==> config.mk <==
export PLATFORM = sky130hd
export DESIGN_NAME = equiv_stream_miter
export DESIGN_NICKNAME = d
export VERILOG_FILES = /design/src/rtl/equiv_pkg.sv /design/src/rtl/equiv_skew_fifo.sv /design/src/rtl/equiv_stream_miter.sv
export SDC_FILE = /design/constraint.sdc
export NUM_CORES = 2
export LEC_CHECK = 0
export ABC_AREA = 1
export BUFFER_PORTS_ARGS = -buffer_cell sky130_fd_sc_hd__buf_2
export CORE_MARGIN = 2
export CORE_UTILIZATION = 35
export DETAILED_ROUTE_END_ITERATION = 16
export MAX_ROUTING_LAYER = met4
export SETUP_SLACK_MARGIN = 0.5
export SYNTH_ARGS = -nofsm -noshare
export SYNTH_HDL_FRONTEND = slang
export SYNTH_SLANG_ARGS = --single-unit
export TNS_END_PERCENT = 1
==> constraint.sdc <==
create_clock -name clk -period 12.03 [get_ports clk]
set_input_delay 1.203 -clock clk [delete_from_list [all_inputs] [get_ports clk]]
set_output_delay 1.203 -clock clk [all_outputs]
set_load 0.005 [all_outputs]
==> src/rtl/equiv_pkg.sv <==
// Shared types and defaults for the stream equivalence miter.
package equiv_pkg;

    // Monitor state; encodings are visible on the state output port.
    typedef enum logic [1:0] {
        ST_IDLE = 2'd0,
        ST_RUN  = 2'd1,
        ST_FAIL = 2'd2,
        ST_OVF  = 2'd3
    } equiv_state_e;

    localparam int unsigned EQUIV_CNT_W = 16;

endpackage

==> src/rtl/equiv_skew_fifo.sv <==
// Small skew-absorbing FIFO; pointers carry one extra wrap bit for full/empty.
module equiv_skew_fifo #(
    parameter int unsigned WIDTH = 91,
    parameter int unsigned DEPTH = 8
) (
    input  logic             clk,
    input  logic             rst_n,
    input  logic             flush,
    input  logic             push,
    input  logic             pop,
    input  logic [WIDTH-1:0] din,
    output logic [WIDTH-1:0] dout,
    output logic             empty,
    output logic             full
);

    localparam int unsigned AW = $clog2(DEPTH);

    logic [AW:0]      wr_ptr_q, wr_ptr_d;
    logic [AW:0]      rd_ptr_q, rd_ptr_d;
    logic [WIDTH-1:0] mem_q [DEPTH];
    logic [WIDTH-1:0] mem_d [DEPTH];

    assign empty = (wr_ptr_q == rd_ptr_q);
    assign full  = (wr_ptr_q[AW] != rd_ptr_q[AW]) &&
                   (wr_ptr_q[AW-1:0] == rd_ptr_q[AW-1:0]);
    assign dout  = mem_q[rd_ptr_q[AW-1:0]];

    // Next pointers and storage; a push into a full FIFO is accepted only alongside a pop.
    always_comb begin
        mem_d    = mem_q;
        wr_ptr_d = wr_ptr_q;
        rd_ptr_d = rd_ptr_q;
        if (flush) begin
            wr_ptr_d = '0;
            rd_ptr_d = '0;
        end else begin
            if (push && (!full || pop)) begin
                mem_d[wr_ptr_q[AW-1:0]] = din;
                wr_ptr_d = wr_ptr_q + 1'b1;
            end
            if (pop && !empty) begin
                rd_ptr_d = rd_ptr_q + 1'b1;
            end
        end
    end

    // Pointer and storage registers; storage contents need no reset.
    always_ff @(posedge clk) begin
        if (!rst_n) begin
            wr_ptr_q <= '0;
            rd_ptr_q <= '0;
        end else begin
            wr_ptr_q <= wr_ptr_d;
            rd_ptr_q <= rd_ptr_d;
            mem_q    <= mem_d;
        end
    end

endmodule

==> src/rtl/equiv_stream_miter.sv <==
// Equivalence monitor comparing two skewed output streams through per-side FIFOs.
module equiv_stream_miter
    import equiv_pkg::*;
#(
    parameter int unsigned WIDTH         = 91,
    parameter int unsigned DEPTH         = 8,
    parameter int unsigned CNT_W         = EQUIV_CNT_W,
    parameter bit          STOP_ON_FIRST = 1'b1
) (
    input  logic             clk,
    input  logic             rst_n,
    input  logic             en,
    input  logic             a_valid,
    input  logic [WIDTH-1:0] a_data,
    input  logic             b_valid,
    input  logic [WIDTH-1:0] b_data,
    output logic [1:0]       state,
    output logic             fail,
    output logic             ovf,
    output logic [CNT_W-1:0] cmp_count,
    output logic [CNT_W-1:0] mis_count,
    output logic [CNT_W-1:0] first_idx,
    output logic [WIDTH-1:0] first_diff
);

    equiv_state_e     state_q, state_d;
    logic             fail_q, fail_d;
    logic             ovf_q, ovf_d;
    logic [CNT_W-1:0] cmp_count_q, cmp_count_d;
    logic [CNT_W-1:0] mis_count_q, mis_count_d;
    logic [CNT_W-1:0] first_idx_q, first_idx_d;
    logic [WIDTH-1:0] first_diff_q, first_diff_d;

    logic             flush, run_act, do_cmp, heads_differ;
    logic             a_push, a_ovf, a_empty, a_full;
    logic             b_push, b_ovf, b_empty, b_full;
    logic [WIDTH-1:0] a_dout, b_dout;

    equiv_skew_fifo #(.WIDTH(WIDTH), .DEPTH(DEPTH)) u_fifo_a (
        .clk   (clk),
        .rst_n (rst_n),
        .flush (flush),
        .push  (a_push),
        .pop   (do_cmp),
        .din   (a_data),
        .dout  (a_dout),
        .empty (a_empty),
        .full  (a_full)
    );

    equiv_skew_fifo #(.WIDTH(WIDTH), .DEPTH(DEPTH)) u_fifo_b (
        .clk   (clk),
        .rst_n (rst_n),
        .flush (flush),
        .push  (b_push),
        .pop   (do_cmp),
        .din   (b_data),
        .dout  (b_dout),
        .empty (b_empty),
        .full  (b_full)
    );

    // Datapath control: pops only in RUN with both heads present; overflow means full with no pop.
    always_comb begin
        run_act      = en && (state_q == ST_RUN);
        do_cmp       = run_act && !a_empty && !b_empty;
        a_ovf        = run_act && a_valid && a_full && !do_cmp;
        b_ovf        = run_act && b_valid && b_full && !do_cmp;
        a_push       = run_act && a_valid && !a_ovf;
        b_push       = run_act && b_valid && !b_ovf;
        heads_differ = (a_dout != b_dout);
        flush        = !en || (state_q == ST_IDLE);
    end

    // FSM, saturating counters and first-mismatch capture.
    always_comb begin
        state_d      = state_q;
        fail_d       = fail_q;
        ovf_d        = ovf_q;
        cmp_count_d  = cmp_count_q;
        mis_count_d  = mis_count_q;
        first_idx_d  = first_idx_q;
        first_diff_d = first_diff_q;
        if (!en) begin
            state_d = ST_IDLE;
        end else begin
            case (state_q)
                ST_IDLE: begin
                    state_d      = ST_RUN;
                    fail_d       = 1'b0;
                    ovf_d        = 1'b0;
                    cmp_count_d  = '0;
                    mis_count_d  = '0;
                    first_idx_d  = '0;
                    first_diff_d = '0;
                end
                ST_RUN: begin
                    if (do_cmp) begin
                        if (cmp_count_q != '1) cmp_count_d = cmp_count_q + CNT_W'(1);
                        if (heads_differ) begin
                            if (mis_count_q != '1) mis_count_d = mis_count_q + CNT_W'(1);
                            if (!fail_q) begin
                                first_idx_d  = cmp_count_q;
                                first_diff_d = a_dout ^ b_dout;
                            end
                            fail_d = 1'b1;
                        end
                    end
                    // Overflow wins over a same-cycle mismatch for the next state only.
                    if (a_ovf || b_ovf) begin
                        ovf_d   = 1'b1;
                        state_d = ST_OVF;
                    end else if (do_cmp && heads_differ && STOP_ON_FIRST) begin
                        state_d = ST_FAIL;
                    end
                end
                default: begin
                    state_d = state_q;
                end
            endcase
        end
    end

    // Monitor registers with synchronous active-low reset.
    always_ff @(posedge clk) begin
        if (!rst_n) begin
            state_q      <= ST_IDLE;
            fail_q       <= 1'b0;
            ovf_q        <= 1'b0;
            cmp_count_q  <= '0;
            mis_count_q  <= '0;
            first_idx_q  <= '0;
            first_diff_q <= '0;
        end else begin
            state_q      <= state_d;
            fail_q       <= fail_d;
            ovf_q        <= ovf_d;
            cmp_count_q  <= cmp_count_d;
            mis_count_q  <= mis_count_d;
            first_idx_q  <= first_idx_d;
            first_diff_q <= first_diff_d;
        end
    end

    assign state      = state_q;
    assign fail       = fail_q;
    assign ovf        = ovf_q;
    assign cmp_count  = cmp_count_q;
    assign mis_count  = mis_count_q;
    assign first_idx  = first_idx_q;
    assign first_diff = first_diff_q;

endmodule

==> out/qor.txt <==
CP delay by family, top = simple AND/OR/NAND/NOR gates
Power Dens Cells = 140.2 nW/um2
Overall power = 11.47 mW
CTS max path bufs = 3
Critical path buffers and inverters = 4
Max stage delay cell, worst path = buf_4
Total wire length = 234.8 mm
CP max FO = 98
Global-route wire length before repair = 340.5 mm
Std-Cell Rows = 166
Gpl congestion = 1.010
Leak = 35.21 nW
Type of origin of the critical path = register
Multiplexer area fraction after synthesis = 0
Width of the die = 458.8 um
Count of final hold-check violations = 0
Fraction of registers with async set/reset = 0
Post-CTS setup buffers = 0
Die height = 458.8 um
Final #Nets = 8208
Critical path arrival = 6.90 ns
Worst R2R Start = u_fifo_a.rd_ptr_q[1]$_SDFFE_PN0P_
Total gr overflow = 0
Fin crit share = 0.5191
Worst-path cell chain = inv_6 > buf_4 > buf_4 > nand3_1 > nand2_1 > o21ai_0 > nand2_1 > nand2_1 > nand2_1 > nor2_1 > nand3_1 > nor2_1 > nand3_4 > nand3_4 > buf_4 > nand2_1 > nand2_1 > nor2_1
Share of layout cells above drive strength 1 = 0.08309
Post_cts resized = 0
Floorplan core area = 205000 um2
Worst clock skew = 0.03305 ns
Io pins = 330
Fin cells = 10.90k
Tmin final = 6.245 ns
Worst r2r dst = first_diff[88]$_SDFFE_PN0P_
Synth area leader = edfxtp_1
Tot GR Track Use = 0.2260
Synthesized area = 72380 um2
Clock Pin Slew Worst Setup and Hold Paths = 0.06 ns
FF-to-FF path depth = 18
Routed via count = 53.59k
Router iterations before antenna repair = 8
TritonCTS buffer count = 165
Final ANT Viol Nets = 0
Synth Net Count = 8027
Peak supply drop = 0.1497 mV
Sequential-to-total area share from yosys stat = 0.6480
Vias per cell = 4.916
Critical path type = register to register
Setup violators final = 0
HP Start = first_diff[90]$_SDFFE_PN0P_
Ys flop type = edfxtp_1
Buffers added on ports = 329
Post-synth top area share = 0.6040
Post-synth EDFFs = 1456
DP HPWL = 151.0 mm
Setup_tns = 0 ns
Vias in the first global route = 48.78k
Setup crit start = u_fifo_a.rd_ptr_q[1]$_SDFFE_PN0P_
Synth area leaders = edfxtp_1 60%, nand2_1 16%, nand3_1 5.8%
Clock sinks = 1615
Largest net degree at the start of global routing = 184
Htree depth = 4
Number of antenna violations at the first check in global routing = 105
Hold_buf cts = 0
Placed Cells = 10.54k
FF+latch count, synth = 1615
Die area = 210500 um2
Max incr delay on CP = 0.84 ns
Warnings, synthesis = 0
CTS tree = done
Largest family of logic cells by synthesized area = simple AND/OR/NAND/NOR gates
Required time worst endpoint = 12.69 ns
Reg2reg setup slack = 5.79 ns
Skew-Pair Late Insertion Delay = 0.83 ns
Max cap viols = 0
Slew headroom = 0.1033
Root buffer cell = clkbuf_16
WL per Instance = 21.54 um
Compound-Gate Fraction of Synth Area = 0.01286
Hold Path Depth = 2
Fill cell count = 19.65k
RSZ-0062 raised after global routing = no
XOR/XNOR Fraction of Synth Area = 0.0009680
Starting Density = 0.3531
Mean Syn Cell Area = 9.240 um2
CP Depth = 18
Fin. max-slew vios = 0
Synth Area in Simple Gates = 0.2563
Starting DRT DRC Count = 6065
Synth unique cells = 34
Area share of fa/ha/maj cells after synthesis = 0.001037
Mapped Cells = 7834
Outcome = completed
Min-delay worst type = register to register
Most frequent cell on the critical path = nand2_1
Setup crit end = first_diff[88]$_SDFFE_PN0P_
Setup crit end kind = register
Fmax = 0.1601 GHz
# DRC = 0
Layout area overhead = 13.05%
Worst Max-Slew Pin Slew = 1.331 ns
==> where the power goes <==
group	total, mW	leakage (nW)	internal, mW	switching [mW]
Combinational	0.311	18.3	0.0888	0.222
Sequential	6.16	14.4	6.14	0.0247
Clock	5.00	2.55	2.82	2.18
Total	11.5	35.2	9.05	2.43
==> final cells by class <==
cell class | count | area, um2 | area share
sequential | 1615 | 46930 | 0.5735
multi-input combinational | 4745 | 19770 | 0.2416
clock buffer | 207 | 4427 | 0.05410
inverter | 1087 | 4113 | 0.05026
tap | 2688 | 3363 | 0.04110
timing repair buffer | 401 | 2312 | 0.02826
clock inverter | 93 | 753.2 | 0.009205
antenna | 65 | 162.7 | 0.001988
==> cells in the final DEF, fill, tap and decap left out, types with 37 or more instances in the layout <==
cell and n:
dfxtp_1 153, nand2_1 3057, clkinv_1 37, nor2_1 481, nand3_1 845, diode_2 65
o21ai_0 109, inv_1 1072, nand4_1 125, clkbuf_16 170, edfxtp_1 1456, buf_4 62
buf_2 329
==> registers in the layout, summed over array words and instances (netlist names), 2 cells and up <==
signal	cells
u_fifo_a.mem_q	728
u_fifo_b.mem_q	728
first_diff	91
cmp_count	16
first_idx	16
mis_count	16
u_fifo_a.rd_ptr_q	4
u_fifo_a.wr_ptr_q	4
u_fifo_b.rd_ptr_q	4
u_fifo_b.wr_ptr_q	4
state	2
==> worst min path at each step <==
stage	end	slack (ns)
2_1_floorplan	u_fifo_b.wr_ptr_q[3]$_SDFFE_PN0P_	0.45
3_3_place_gp	first_diff[90]$_SDFFE_PN0P_	0.45
3_5_place_dp	first_diff[90]$_SDFFE_PN0P_	0.47
4_1_cts	first_diff[90]$_SDFFE_PN0P_	0.48
5_1_grt	first_diff[90]$_SDFFE_PN0P_	0.50
6_report	first_diff[90]$_SDFFE_PN0P_	0.48
==> worst register-to-register path, cell delays in order, from the launching register on <==
cell     delay, ns
dfxtp_4       0.70
inv_6         0.25
buf_4         0.43
buf_4         0.46
nand3_1       0.24
nand2_1       0.08
o21ai_0       0.81
nand2_1       0.17
nand2_1       0.26
nand2_1       0.09
nor2_1        0.12
nand3_1       0.13
nor2_1        0.24
nand3_4       0.53
nand3_4       0.35
buf_4         0.84
nand2_1       0.25
nand2_1       0.10
nor2_1        0.04
==> metal layers <==
layer	track usage	wire (um)	up-vias
met1	0.2972	98570	25360
met5	-	0	-
li1	-	-	25530
met3	0.05504	21800	489
met4	0.1004	11630	0
met2	0.3305	102800	2208
==> cells in the mapped netlist, types with 2 or more instances <==
master	number
nand3b_1	4
nand2_1	3058
o21ai_0	109
nand3_4	2
o21a_1	3
and2_0	2
inv_2	9
nand4_1	125
a21oi_1	31
clkinv_1	3
xor2_1	4
nor4_1	5
buf_1	35
buf_2	233
nand3_1	846
a211oi_1	3
ha_1	6
a31oi_1	2
nor3_1	19
edfxtp_1	1456
clkbuf_1	112
dfxtp_1	159
o21ai_1	30
xnor2_1	4
nor2_1	485
buf_4	7
inv_1	1075
==> per-stage QoR <==
step | worst slack, ns | instance area, um2 | hold WS (ns) | utilization
after floorplan | 0.5275 | 72390 | 0.4511 | -
after global placement | 5.956 | 76490 | 0.4504 | 0.3731
after detailed placement | 5.983 | 76490 | 0.4661 | 0.3731
after CTS | 5.942 | 81670 | 0.4777 | 0.3984
after global routing | 5.419 | 81810 | 0.5001 | 0.3991
final | 5.785 | 81830 | 0.4808 | 0.3992
==> cells by family after synthesis <==
| kind of cell | after synthesis |
|---|---|
| AOI/OAI and AO/OA | 181 |
| DFF | 1615 |
| buffers and inverters | 1474 |
| and+or+nand+nor | 4550 |
| adders and majority gates | 6 |
| xor gates and xnor gates | 8 |
Power figures use the tool's default switching activity.
